$ cat config.mk
export PLATFORM = sky130hd
export DESIGN_NAME = uart2wifi_core_uart_rx_flat
export DESIGN_NICKNAME = d
export VERILOG_FILES = /design/src/rtl/uart2wifi_pkg.sv /design/src/rtl/uart2wifi_core_uart_rx_if.sv /design/src/rtl/uart2wifi_core_sync2.sv /design/src/rtl/uart2wifi_core_uart_rx.sv /design/src/flat_wrapper.sv
export SDC_FILE = /design/constraint.sdc
export NUM_CORES = 1
export LEC_CHECK = 0
export ABC_AREA = 1
export CORE_AREA = 4 4 63 60
export DETAILED_ROUTE_END_ITERATION = 8
export DIE_AREA = 0 0 67 64
export PLACE_DENSITY_LB_ADDON = 0.25
export SYNTH_ARGS = -nofsm -noshare
export SYNTH_HDL_FRONTEND = slang
export SYNTH_SLANG_ARGS = --single-unit
$ cat constraint.sdc
create_clock -name clk -period 3.6 [get_ports clk]
set_input_delay 1.08 -clock clk [delete_from_list [all_inputs] [get_ports clk]]
set_output_delay 1.08 -clock clk [all_outputs]
set_load 0.02 [all_outputs]
$ cat src/rtl/uart2wifi_pkg.sv
// Shared UART definitions for the uart2wifi core: receiver FSM states and the
// default frame geometry, also intended for the future transmitter.
package uart2wifi_pkg;

    typedef enum logic [2:0] {
        IDLE,
        START,
        DATA,
        STOP,
        BREAK
    } uart_rx_state_t;

    localparam int UART_OVERSAMPLE = 16;
    localparam int UART_DATA_BITS  = 8;

endpackage

$ cat src/rtl/uart2wifi_core_uart_rx_if.sv
// Receive-side byte stream: valid/ready byte handshake plus the error pulses.
interface uart2wifi_core_uart_rx_if #(
    parameter int DATA_BITS = uart2wifi_pkg::UART_DATA_BITS
);

    logic [DATA_BITS-1:0] rx_data;
    logic                 rx_valid;
    logic                 rx_ready;
    logic                 frame_err;
    logic                 overrun;

    modport master (
        output rx_data,
        output rx_valid,
        output frame_err,
        output overrun,
        input  rx_ready
    );

    modport slave (
        input  rx_data,
        input  rx_valid,
        input  frame_err,
        input  overrun,
        output rx_ready
    );

endinterface

$ cat src/rtl/uart2wifi_core_sync2.sv
// Generic two-flop synchronizer for a single asynchronous level signal.
module uart2wifi_core_sync2 #(
    parameter logic RST_VAL = 1'b1
) (
    input  logic clk,
    input  logic rst,
    input  logic d,
    output logic q
);

    logic meta;

    always_ff @(posedge clk or negedge rst) begin
        if (!rst) begin
            meta <= RST_VAL;
            q    <= RST_VAL;
        end else begin
            meta <= d;
            q    <= meta;
        end
    end

endmodule

$ cat src/rtl/uart2wifi_core_uart_rx.sv
// 8N1 UART receiver: oversampled start/data/stop sampling with a single-entry
// valid/ready output buffer and one-cycle framing/overrun pulses.
module uart2wifi_core_uart_rx
    import uart2wifi_pkg::*;
#(
    parameter int OVERSAMPLE = UART_OVERSAMPLE,
    parameter int DATA_BITS  = UART_DATA_BITS
) (
    input  logic                       clk,
    input  logic                       rst,
    input  logic                       baudtick,
    input  logic                       rx_in,
    uart2wifi_core_uart_rx_if.master   rx_bus
);

    localparam int TW = $clog2(OVERSAMPLE);
    localparam int BW = $clog2(DATA_BITS + 1);

    localparam logic [TW-1:0] TICK_MID = TW'(OVERSAMPLE / 2 - 1);
    localparam logic [TW-1:0] TICK_END = TW'(OVERSAMPLE - 1);
    localparam logic [BW-1:0] BIT_LAST = BW'(DATA_BITS - 1);

    uart_rx_state_t       state_q, state_d;
    logic [TW-1:0]        tick_q, tick_d;
    logic [BW-1:0]        bit_q, bit_d;
    logic [DATA_BITS-1:0] shreg_q, shreg_d;
    logic [DATA_BITS-1:0] data_q, data_d;
    logic                 valid_q, valid_d;
    logic                 ferr_q, ferr_d;
    logic                 ovr_q, ovr_d;
    logic                 deliver;
    logic                 rx_s;

    uart2wifi_core_sync2 #(
        .RST_VAL (1'b1)
    ) u_sync (
        .clk (clk),
        .rst (rst),
        .d   (rx_in),
        .q   (rx_s)
    );

    always_ff @(posedge clk or negedge rst) begin
        if (!rst) begin
            state_q <= IDLE;
            tick_q  <= '0;
            bit_q   <= '0;
            shreg_q <= '0;
            data_q  <= '0;
            valid_q <= 1'b0;
            ferr_q  <= 1'b0;
            ovr_q   <= 1'b0;
        end else begin
            state_q <= state_d;
            tick_q  <= tick_d;
            bit_q   <= bit_d;
            shreg_q <= shreg_d;
            data_q  <= data_d;
            valid_q <= valid_d;
            ferr_q  <= ferr_d;
            ovr_q   <= ovr_d;
        end
    end

    always_comb begin
        state_d = state_q;
        tick_d  = tick_q;
        bit_d   = bit_q;
        shreg_d = shreg_q;
        data_d  = data_q;
        valid_d = valid_q;
        ferr_d  = 1'b0;
        ovr_d   = 1'b0;
        deliver = 1'b0;

        case (state_q)
            IDLE: begin
                if (!rx_s) begin
                    state_d = START;
                    tick_d  = '0;
                end
            end
            START: begin
                // A start bit that is high again at its midpoint was a glitch.
                if (baudtick) begin
                    if (tick_q == TICK_MID) begin
                        tick_d = '0;
                        if (!rx_s) begin
                            state_d = DATA;
                            bit_d   = '0;
                        end else begin
                            state_d = IDLE;
                        end
                    end else begin
                        tick_d = tick_q + 1'b1;
                    end
                end
            end
            DATA: begin
                if (baudtick) begin
                    if (tick_q == TICK_END) begin
                        shreg_d = {rx_s, shreg_q[DATA_BITS-1:1]};
                        tick_d  = '0;
                        bit_d   = bit_q + 1'b1;
                        if (bit_q == BIT_LAST) begin
                            state_d = STOP;
                        end
                    end else begin
                        tick_d = tick_q + 1'b1;
                    end
                end
            end
            STOP: begin
                if (baudtick) begin
                    if (tick_q == TICK_END) begin
                        tick_d = '0;
                        if (rx_s) begin
                            deliver = 1'b1;
                            state_d = IDLE;
                        end else begin
                            ferr_d  = 1'b1;
                            state_d = BREAK;
                        end
                    end else begin
                        tick_d = tick_q + 1'b1;
                    end
                end
            end
            BREAK: begin
                if (rx_s) begin
                    state_d = IDLE;
                end
            end
            default: begin
                state_d = IDLE;
            end
        endcase

        // The buffer frees up in the same cycle it is drained, so a simultaneous accept is not an overrun.
        if (deliver && (!valid_q || rx_bus.rx_ready)) begin
            data_d  = shreg_q;
            valid_d = 1'b1;
        end else if (deliver) begin
            ovr_d = 1'b1;
        end else if (valid_q && rx_bus.rx_ready) begin
            valid_d = 1'b0;
        end
    end

    assign rx_bus.rx_data   = data_q;
    assign rx_bus.rx_valid  = valid_q;
    assign rx_bus.frame_err = ferr_q;
    assign rx_bus.overrun   = ovr_q;

endmodule
$ cat src/flat_wrapper.sv
// flat-port wrapper written by rule: the top's interface ports become plain ports
module uart2wifi_core_uart_rx_flat import uart2wifi_pkg::*;
#(
    parameter int OVERSAMPLE = UART_OVERSAMPLE,
    parameter int DATA_BITS  = UART_DATA_BITS
)
  (clk, rst, baudtick, rx_in, rx_bus_rx_data, rx_bus_rx_valid, rx_bus_frame_err, rx_bus_overrun, rx_bus_rx_ready);
  uart2wifi_core_uart_rx_if #(.DATA_BITS(DATA_BITS)) rx_bus_i ();
  input  logic clk;
  input  logic rst;
  input  logic baudtick;
  input  logic rx_in;
  output wire logic [$bits(rx_bus_i.rx_data)-1:0] rx_bus_rx_data;
  output wire logic [$bits(rx_bus_i.rx_valid)-1:0] rx_bus_rx_valid;
  output wire logic [$bits(rx_bus_i.frame_err)-1:0] rx_bus_frame_err;
  output wire logic [$bits(rx_bus_i.overrun)-1:0] rx_bus_overrun;
  input wire logic [$bits(rx_bus_i.rx_ready)-1:0] rx_bus_rx_ready;
  assign rx_bus_rx_data = rx_bus_i.rx_data;
  assign rx_bus_rx_valid = rx_bus_i.rx_valid;
  assign rx_bus_frame_err = rx_bus_i.frame_err;
  assign rx_bus_overrun = rx_bus_i.overrun;
  assign rx_bus_i.rx_ready = rx_bus_rx_ready;
  uart2wifi_core_uart_rx #(.OVERSAMPLE(OVERSAMPLE), .DATA_BITS(DATA_BITS)) u_core (.clk(clk), .rst(rst), .baudtick(baudtick), .rx_in(rx_in), .rx_bus(rx_bus_i));
endmodule
* After elaboration in Yosys (flattened, before gate mapping)
Cells that the tools add are included.
Storage, ports and cells: bits in registers 32, word-level logic and storage cells 81, output and inout port bits 11
Operators by class: muxes and demuxes 36, reductions and logical operators 14, $add $sub $neg 2, eq/ne operators 19
Operators by type and width (count):
- $mux 4 | 9
- $mux 3 | 10
- $pmux 3 s5 | 1
- $ne 2x2->1 const B | 7
- $mux 1 | 13
- $pmux 4 s3 | 1
- $ne 2x1->1 const B | 5
- $reduce_and 9->1 | 1
- $add 4x1->4 const B | 2
- $eq 4x3->1 const B | 2
- $pmux 4 s2 | 1
- $eq 3x2->1 const B | 2
- $reduce_and 6->1 | 1
- $eq 4x4->1 const B | 1
- $reduce_and 4->1 | 1
- $reduce_bool 2->1 | 2
- $eq 3x1->1 const B | 1
- $eq 3x3->1 const B | 1
- $logic_not 3->1 | 1
- $reduce_and 3->1 | 1
- $reduce_bool 3->1 | 1
- $logic_and 1x1->1 | 2
- $mux 2 | 1
- $reduce_and 2->1 | 1
- 3 further kinds | 3

* Longest topological paths before layout
word-level depth 7, gate-level depth with buffers 9, gate-level depth less buffers 8

* Modules after synthesis
From an unflattened synthesis, not the netlist that was laid out.
Unflattened totals: cells, all modules 189, area total of the unflattened synthesis 1607.8 sq um
By module, submodules not included:
- uart2wifi_core_uart_rx | area each 1555.2 sq um, instances 1, cells each 187
- uart2wifi_core_sync2 | area each 52.6 sq um, instances 1, cells each 2

* Least setup slack after synthesis
No wires, ideal clock.
path type input to register, from input baudtick, to register u_core.data_q[5], in the netlist u_core.rx_bus.rx_data[5], path buffers 1, stages on the path 6, data arrival time 1726 ps, data required time 3482 ps, setup slack 1756 ps, cell sequence inv_1 > nor2_4 > nand3_2 > buf_6 > nand2_1 > o21ai_2
Between the ends: longest elaborated chain between the ends 3
RTL lines:
- start, declared | line flat_wrapper.sv:11 | input logic baudtick;
- $mux 1 | line uart2wifi_core_uart_rx.sv:114 | if (baudtick) begin
- $mux 1 | line uart2wifi_core_uart_rx.sv:76 | case (state_q)
- $logic_and 1x1->1 | line uart2wifi_core_uart_rx.sv:140 | if (deliver && (!valid_q || rx_bus.rx_ready)) begin
- end signal, assigned | line uart2wifi_core_uart_rx.sv:58 | data_q <= data_d;
- end, declared | line uart2wifi_core_uart_rx.sv:27 | logic [DATA_BITS-1:0] data_q, data_d;
Every way passes these cells. A chain may end at the register's enable or synchronous reset.

* Worst setup path after layout
from register u_core.data_q[4], in the netlist u_core.rx_bus.rx_data[4], to output rx_bus_rx_data[4]
RTL lines:
- end, declared | line flat_wrapper.sv:13 | output wire logic [$bits(rx_bus_i.rx_data)-1:0] rx_bus_rx_data;
No word-level cell between the ends.

==> qor.csv <==
stage;metric;value;unit
timing;Worst slew margin;74.1;%
synth;synthesis warning total;0;
detailed_routing;routed len/inst;12.0;µm
clocking;CTS resizes;0;
synth;Cells after Synth;193;
setup_path;CP Class;reg -> out;
min_path;HP Class;reg -> reg;
timing;final slew viol count;0;
placed_design;post-DP HPWL;2280;µm
clocking;Post-CTS Setup Inserts;0;
global_route;largest net degree at the start of global routing;26;
cells_and_area;area grow syn2layout;15.8;%
power_and_ir_drop;power per cell area;513;mW/mm²
clocking;clk sink count;32;
clocking;htree depth;2;
cells_and_area;commonest non-fill, non-tap cell in the layout;nand2_1;
clocking;clk_lat worst skew;0.33;ns
timing;final setup fails;0;
synth;sequential area share after synthesis;50.4;%
synth;Distinct cells, synth;24;
setup_path;buffer and inverter count on the worst path;1;
setup_path;worst reg2reg path startpoint;u_core.tick_q[0];
setup_path;Worst EP required;2.52;ns
cells_and_area;register area;803;µm²
timing;worst slew pin tran;0.388;ns
cells_and_area;FILL cells;312;
clocking;hold_buf cts;0;
synth;Synth Register Bits;32;
clocking;Num CTS Buffers;5;
detailed_routing;Iter 0 DRT Violations;62;
cells_and_area;ANT cells;0;
power_and_ir_drop;Pleak;0.000880;µW
floorplanning;core footprint;0.00318;mm²
detailed_routing;WL final;3110;µm
detailed_routing;First-pass DRT Iterations;4;
detailed_routing;Vias;1295;
placed_design;port bufs;15;
timing;fin crit share;66.6;%
floorplanning;Die Wd;67;µm
setup_path;Worst Path Arrival;1.32;ns
floorplanning;Ports;16;
cells_and_area;final core occ;58.1;%
status;outcome;completed;
detailed_routing;via density per instance;5.02;
clocking;root buffer cell;clkbuf_4;
floorplanning;Starting Density;50.2;%
clocking;Clock Path Buffers;2;
placed_design;GPL Wtd Cong;0.905;
global_route;Global Route Usage Sum;17.4;%
detailed_routing;Final ANT Viol Nets;0;
synth;Cell Area, Synth;0.00159;mm²
detailed_routing;number of remaining DRC errors;0;
cells_and_area;nets;220;
global_route;total gr overflow;0;
timing;f_max;0.417;GHz
timing;Fin. Hold Viols;0;
global_route;vias in the first global route;1353;
floorplanning;Core Rows;20;
min_path;Hold Path Origin;u_core.u_sync.meta;
global_route;first-pass GRT wire length;5650;µm
timing;fin crit period;2.40;ns
setup_path;crit path launch;u_core.rx_bus.rx_data[4];
setup_path;CP Capture Type;output pin;
cells_and_area;multi-input logic area;669;µm²
setup_path;critical path cell sequence;clkdlybuf4s50_1;
cells_and_area;most frequent cells in the layout;62 x nand2_1, 30 x dfrtp_1, 24 x inv_1;
setup_path;kind of start point of the critical path;flip-flop;
synth;Yosys top cell by area;dfrtp_1;
cells_and_area;layout cells sized above 1;14.5;%
timing;RSZ-0062 raised after global routing;no;
clocking;clock-pin slew on the worst setup and hold paths;0.10;ns
setup_path;Top delay family on crit path;buffers and inverters;
power_and_ir_drop;Peak VDD IR;0.272;mV
synth;syn_nets;200;
clocking;CTS tree;done;
synth;Synth area leaders;dfrtp_1 47%, nand2_1 15%, inv_1 5.7%;
setup_path;worst-path maximum fanout;2;
synth;syn avg cell area;8.26;µm²
timing;worst clock skew;0.00224;ns
global_route;initial antenna violation count;0;
setup_path;slowest cell delay on critical path;0.62;ns
floorplanning;die height;64;µm
floorplanning;Die ar.;0.00429;mm²
setup_path;Worst path slowest cell;clkdlybuf4s50_1;
flow_run;max-cap viol count;0;
synth;Yosys top cell area share;47.1;%
timing;setup TNS;0;ns
## area by class of cell
cell class | instances | share of cell area [%]
clock buffers | 7 | 2.98
clock inverters | 1 | 0.407
inverters | 26 | 5.29
multi-input cells | 132 | 36.3
flip-flops and latches | 32 | 43.5
well taps | 44 | 2.98
repair buffers | 16 | 8.54
## where the power goes
part | leakage (µW) | internal, µW | switching [µW]
combinational | 0.000415 | 93.5 | 180
sequential | 0.000434 | 397 | 57.2
clock | 0.0000315 | 95.6 | 124
total | 0.000880 | 586 | 361
## sequential cells by signal, indices dropped and copies added, names as in the netlist
signal                   flops
u_core.rx_bus.overrun        1
u_core.bit_q                 4
u_core.rx_bus.frame_err      1
u_core.rx_bus.rx_data        8
u_core.shreg_q               8
u_core.rx_bus.rx_valid       1
u_core.u_sync.meta           1
u_core.tick_q                4
u_core.state_q               3
u_core.u_sync.q              1
## cell families (layout without fill, tap and decap cells)
logic type / after synthesis / count (layout) / synth area share [%]
AOI/OAI and AO/OA: 22 / 22 / 9.34
xor gates and xnor gates: 2 / 2 / 1.10
adders and majority gates: 2 / 2 / 1.57
buffers and inverters: 29 / 50 / 7.61
DFF: 32 / 32 / 50.4
muxes: 1 / 1 / 0.628
and+or+nand+nor: 105 / 105 / 29.4
## synth_stat cells, drive strengths merged
cell / n
nand2: 63
dfrtp: 30
inv: 26
nor2: 22
o21ai: 18
nand3: 13
nand4: 7
a21oi: 3
buf: 3
dfstp: 2
ha: 2
xnor2: 2
mux2i: 1
o22ai: 1
## worst paths after layout
kind	end	slack, ns	depth (start not counted)
min	u_core.u_sync.q	0.36	0
max	rx_bus_rx_data[4]	1.20	1
min reg2reg	u_core.u_sync.q	0.36	0
max in group asynchronous	u_core.u_sync.q	1.91	2
min in group asynchronous	u_core.tick_q[0]	1.01	1
max reg2reg	u_core.rx_bus.rx_data[4]	1.90	6
## layer usage
layer | vias to the layer above | wire, µm | track usage (%) | share of wire [%]
met3 | 2 | 139 | 5.62 | 4.5
met4 | 0 | 15 | 8.35 | 0.48
met2 | 29 | 1620 | 28.6 | 52
li1 | 652 | - | - | -
met1 | 612 | 1340 | 20.1 | 43
met5 | - | 0 | 0 | 0
## metrics by stage
stage	power, µW	cells	instance area [µm²]	hold slack [ns]	worst slack (ns)
2_1_floorplan	663	193	1590	0.345	1.76
3_3_place_gp	716	250	1780	0.350	1.04
3_5_place_dp	728	250	1780	0.349	0.998
4_1_cts	956	258	1850	0.365	1.18
5_1_grt	1020	258	1850	0.377	1.12
6_report	947	258	1850	0.365	1.20
(Power assumes the default switching activity.)
==> RTL change 1 (same flow settings) <==
Take the reset off `shreg_q` and load it in a clocked block of its own.
--- a/src/rtl/uart2wifi_core_uart_rx.sv
+++ b/src/rtl/uart2wifi_core_uart_rx.sv
@@ -46,5 +46,4 @@
             tick_q  <= '0;
             bit_q   <= '0;
-            shreg_q <= '0;
             data_q  <= '0;
             valid_q <= 1'b0;
@@ -55,5 +54,4 @@
             tick_q  <= tick_d;
             bit_q   <= bit_d;
-            shreg_q <= shreg_d;
             data_q  <= data_d;
             valid_q <= valid_d;
@@ -61,4 +59,8 @@
             ovr_q   <= ovr_d;
         end
+    end
+
+    always_ff @(posedge clk) begin
+        shreg_q <= shreg_d;
     end
 
Check against the original RTL: no difference found for any inputs over 10 cycles, from zero or initial values and one cycle with rst low; that may be too few to reach the edited logic, so the function may still have changed.
==> RTL change 1 against the original RTL <==
- setup slack lost 0.098 ns
- cell area fell by 0.81%
- first-iteration DRC count is 37% higher
- sequential cell count did not move
- die area did not move
- power decreased by 2.2%
- routed wire length shrank 7.7%
- critical path depth up 4
- register-to-register slack worse by 0.33 ns
- synthesized area shrank 2.1%
- count of clock-buffer cells in the layout is the same
- worst hold slack lost 0.0032 ns
- critical path type is now in -> reg
- largest cell class unchanged
- largest power group unchanged
==> RTL change 1: results (changes against the original RTL) <==
| Metric | Value |
|---|---|
| Library cells used by synthesis | `22 (-8.3%)` |
| Grt met1 use | `0.215 (+0.0143)` |
| Max VDD drop | `0.000235 V (-14%)` |
| Largest net degree at the start of global routing | `25 (-3.8%)` |
| Global routing usage on met3 | `0.0422 (-0.0141)` |
| Asr flop ratio synth | `0.750 (-0.250)` |
| Synth Area in XOR/XNOR | `0.00561 (-0.00538)` |
| Proportion of cell area occupied by registers | `0.461 (+0.0254)` |
| Detailed router's first-iteration violation count | `85 (+37%)` |
| Met3 Routed Length | `103 um (-26%)` |
| All-layer global routing usage | `0.158 (-0.0162)` |
| Routed wire per std cell | `11.6 um (-3.6%)` |
| Mux cell area share after synthesis | `0 (-0.00628)` |
| Setup slack after placement | `0.741 ns (-0.257 ns)` |
| Reported leakage power | `0.878 nW (-0.30%)` |
| Global-route wire length before repair | `5000 um (-12%)` |
| Fill count | `294 (-5.8%)` |
| Top fanout value on the critical path | `9 (+7)` |
| Placed instance count | `239 (-4.4%)` |
| Run status | `finished, final reports clean` |
| Sequential element share of the synthesized area | `0.540 (+0.0366)` |
| Initial antenna violation count | `0 (unchanged)` |
| Fraction of the mapped netlist area in adder cells | `0.0160 (+0.000340)` |
| Relative area of clock buffers and inverters in the final design | `0.0342 (+0.000278)` |
| Transition time at the pin with the least slew margin | `0.689 ns (+0.301 ns)` |
| Layout buffer count excluding clock buffers | `16 (unchanged)` |
| Most frequent cells after synthesis | `nand2_1 (70), dfrtp_1 (22), nor2_1 (22)` |
| Slowest stage cell on the critical path | `nor2_1` |
| Placed standard-cell area | `1770 um2 (-0.84%)` |
| Number of synthesized flops with an enable pin | `8 (+8)` |
| Highest metal layer with signal wires | `met4` |
| Wire length on met1 | `1390 um (+4.3%)` |
| Via count of the first global-routing pass | `1116 (-18%)` |
| Synthesized netlist net count | `187 (-6.5%)` |
| Grt met2 use | `0.225 (-0.0613)` |
| Post-detailed-placement half-perimeter wirelength | `2140 um (-6.2%)` |
| Number of nets in the finished design | `209 (-5.0%)` |
| Largest cells by area after synthesis | `dfrtp_1 (35%), nand2_1 (17%), edfxtp_1 (15%)` |
| Area of the multi-input gates | `648 um2 (-3.2%)` |
| Crit path required time | `3.57 ns (+1.05 ns)` |
| Final cell count without fillers | `247 (-4.3%)` |
| Routed length on met2 | `1310 um (-19%)` |
| Invs w/o clock | `17 (-35%)` |
| Non-clock buffers, area share | `0.0861 (+0.000700)` |
| GPL Wtd Cong | `0.839 (-7.3%)` |
| Number of instances in the synthesized netlist | `180 (-6.7%)` |
| Count of multi-input gates | `130 (-1.5%)` |
| Setup Skew | `0.00584 ns (+0.00360 ns)` |
| Finished Core Util | `0.576 (-0.00472)` |
-- RTL change 1: cell count changes in the layout (fill, tap and decap cells not counted), sizes merged, moves of 2 or more --
cell    before  now
o21ai       18    5
nor2        22   25
a21oi        3    1
nand2       63   70
edfxtp       0    8
nand3       13   15
inv         26   17
nor3         0    2
dfrtp       30   22
-- RTL change 1: path summary, 6_finish.rpt --
path | start | to | slack (ns) | cells past startpoint
setup / recovery | baudtick | u_core.shreg_q[5] | 1.10 | 5
hold / removal | u_core.u_sync.meta | u_core.u_sync.q | 0.36 | 0
setup reg to reg | u_core.tick_q[0] | u_core.shreg_q[5] | 1.57 | 5
hold reg to reg | u_core.u_sync.meta | u_core.u_sync.q | 0.36 | 0
max in group asynchronous | rst | u_core.u_sync.meta | 2.21 | 2
min in group asynchronous | rst | u_core.tick_q[1] | 1.10 | 2
-- RTL change 1: power breakdown --
group,switching [mW],internal (mW),total [mW]
registers,0.0479,0.400,0.448
logic,0.173,0.0891,0.262
clock network,0.121,0.0955,0.216
total,0.342,0.585,0.927
==> RTL change 2 (same flow settings) <==
Made on the original files. `RST_VAL` is set to 1'b1 in 2 places; all go to 1'b0.
--- a/src/rtl/uart2wifi_core_sync2.sv
+++ b/src/rtl/uart2wifi_core_sync2.sv
@@ -1,5 +1,5 @@
 // Generic two-flop synchronizer for a single asynchronous level signal.
 module uart2wifi_core_sync2 #(
-    parameter logic RST_VAL = 1'b1
+    parameter logic RST_VAL = 1'b0
 ) (
     input  logic clk,
--- a/src/rtl/uart2wifi_core_uart_rx.sv
+++ b/src/rtl/uart2wifi_core_uart_rx.sv
@@ -33,5 +33,5 @@
 
     uart2wifi_core_sync2 #(
-        .RST_VAL (1'b1)
+        .RST_VAL (1'b0)
     ) u_sync (
         .clk (clk),
Check against the original RTL: same outputs for any inputs over 10 cycles, from zero or initial values and one cycle with rst low; that may be too few to reach the edited logic, so the function may still have changed.
==> RTL change 2 against the original RTL <==
- die area is the same
- sequential cell count unchanged
- count of clock-buffer cells in the layout is 1 lower
- setup slack gained 0.0093 ns
- non-clock buffer count unchanged
- final cell count down 0.39%
- power shrank 4.1%
- synthesized area shrank 0.16%
- maximum frequency grew 0.39%
- cell area shrank 1.0%
- routed wire length is 4.0% lower
- highest routed layer unchanged
==> RTL change 2: results (changes against the original RTL) <==
| Metric | Value |
|---|---|
| Largest net degree at the start of global routing | `33 (+27%)` |
| Grt met1 use | `0.206 (+0.00548)` |
| Library cells used by synthesis | `23 (-4.2%)` |
| Top_reg_cell synth | `dfrtp_1` |
| Setup Skew | `0.00518 ns (+0.00294 ns)` |
| Hold Path Class | `reg -> reg` |
| Initial antenna violation count | `0 (unchanged)` |
| Via count of the routed design | `1272 (-1.8%)` |
| Most frequent cells after synthesis | `nand2_1 (62), dfrtp_1 (32), inv_1 (24)` |
| Synthesized netlist net count | `200 (unchanged)` |
| Worst Reg-to-Reg Cells | `6 (unchanged)` |
| Crit path max-delay family | `buffers and inverters` |
| Detailed router's first-iteration violation count | `36 (-42%)` |
| Largest cells by area after synthesis | `dfrtp_1 (50%), nand2_1 (15%), inv_1 (5.7%)` |
| Placed standard-cell area | `1780 um2 (-0.14%)` |
| Post-detailed-placement half-perimeter wirelength | `2210 um (-3.0%)` |
| Sequential element share of the synthesized area | `0.503 (-0.000780)` |
| Reported leakage power | `0.879 nW (-0.13%)` |
| Critical path data arrival time | `1.31 ns` |
| Fill count | `305 (-2.2%)` |
| Cell Int Power | `0.561 mW (-4.3%)` |
| Asr flop ratio synth | `1.00 (unchanged)` |
| Iteration count of the initial detailed-routing pass | `4 (unchanged)` |
| Transition time at the pin with the least slew margin | `0.407 ns (+0.0197 ns)` |
| All-layer global routing usage | `0.166 (-0.00744)` |
| Share of post-route cells with drive strength above 1 | `0.131 (-0.0134)` |
| Number of diodes | `0 (unchanged)` |
| Routed wire per std cell | `11.6 um (-3.6%)` |
| Top fanout value on the critical path | `2 (unchanged)` |
| Resized Gates After CTS | `0 (unchanged)` |
| Number of nets in the finished design | `220 (unchanged)` |
| Number of stages on the worst hold path | `0 (unchanged)` |
| Run status | `finished, final reports clean` |
| GPL Wtd Cong | `0.837 (-7.5%)` |
| Count of buffers inserted at the top-level ports | `15 (unchanged)` |
| Global-route wire length before repair | `5400 um (-4.4%)` |
| Number of instances in the synthesized netlist | `193 (unchanged)` |
| Grt met2 use | `0.265 (-0.0209)` |
| Max VDD drop | `0.000346 V (+27%)` |
| Global routing usage on met3 | `0.0580 (+0.00176)` |
| Via count of the first global-routing pass | `1230 (-9.1%)` |
-- RTL change 2: cell count changes after synthesis, sizes merged --
cell	delta
dfrtp	+2
dfstp	-2
-- RTL change 2: cells by family (layout without fill, tap and decap cells) --
logic type | after synthesis | in the layout | share of synthesized area
simple gates | 105 | 105 | 0.294
flops | 32 | 32 | 0.503
buf+inv | 29 | 49 | 0.0763
compound gates | 22 | 22 | 0.0936
fa+ha+maj | 2 | 2 | 0.0157
xor+xnor | 2 | 2 | 0.0110
mux | 1 | 1 | 0.00629
-- RTL change 2: power groups by stage --
stage / sequential, mW / clock (mW) / combinational [mW]
floorplan: 0.436 / 0 / 0.227
global placement: 0.457 / 0 / 0.260
detailed placement: 0.460 / 0 / 0.267
CTS: 0.454 / 0.196 / 0.271
global route: 0.461 / 0.213 / 0.321
finish: 0.454 / 0.186 / 0.268
-- RTL change 2: area by class of cell --
| class | instances | area, um2 | area share |
|---|---|---|---|
| Clock buffer | 6 | 41.3 | 0.0226 |
| Clock inverter | 1 | 5.00 | 0.00274 |
| Inverter | 26 | 97.6 | 0.0534 |
| Multi-Input combinational cell | 132 | 669 | 0.366 |
| Sequential cell | 32 | 801 | 0.438 |
| Tap cell | 44 | 55.1 | 0.0301 |
| Timing Repair Buffer | 16 | 158 | 0.0863 |
-- RTL change 2: stage by stage --
step | power, mW | std cells | hold slack [ns] | setup WS [ns] | utilization
floorplan | 0.662 | 193 | 0.331 | 1.76 | -
global placement | 0.717 | 250 | 0.337 | 1.06 | 0.560
detailed placement | 0.727 | 250 | 0.335 | 0.999 | 0.560
CTS | 0.920 | 257 | 0.356 | 1.19 | 0.575
global route | 0.995 | 257 | 0.378 | 1.14 | 0.575
finish | 0.908 | 257 | 0.356 | 1.21 | 0.575
-- RTL change 2: layer usage --
metal / wire, um / vias up
met5: 0 / -
met1: 1410 / 602
met3: 98 / 5
met2: 1440 / 15
met4: 41 / 0
li1: - / 650
-- RTL change 2: worst paths after layout --
| path | from | endpoint | slack, ns |
|---|---|---|---|
| max | u_core.rx_bus.rx_data[6] | rx_bus_rx_data[6] | 1.21 |
| min | u_core.u_sync.meta | u_core.u_sync.q | 0.36 |
| max reg2reg | u_core.tick_q[0] | u_core.rx_bus.rx_data[6] | 1.93 |
| min reg2reg | u_core.u_sync.meta | u_core.u_sync.q | 0.36 |
| max in group asynchronous | rst | u_core.rx_bus.rx_data[1] | 2.16 |
| min in group asynchronous | rst | u_core.tick_q[0] | 1.14 |
-- RTL change 2: worst register-to-register path: cells and delay by family, from the launching register on --
kind,cells,cell delay [ns]
simple gates,4,0.84
flops,1,0.42
compound gates,1,0.06
fa+ha+maj,1,0.24
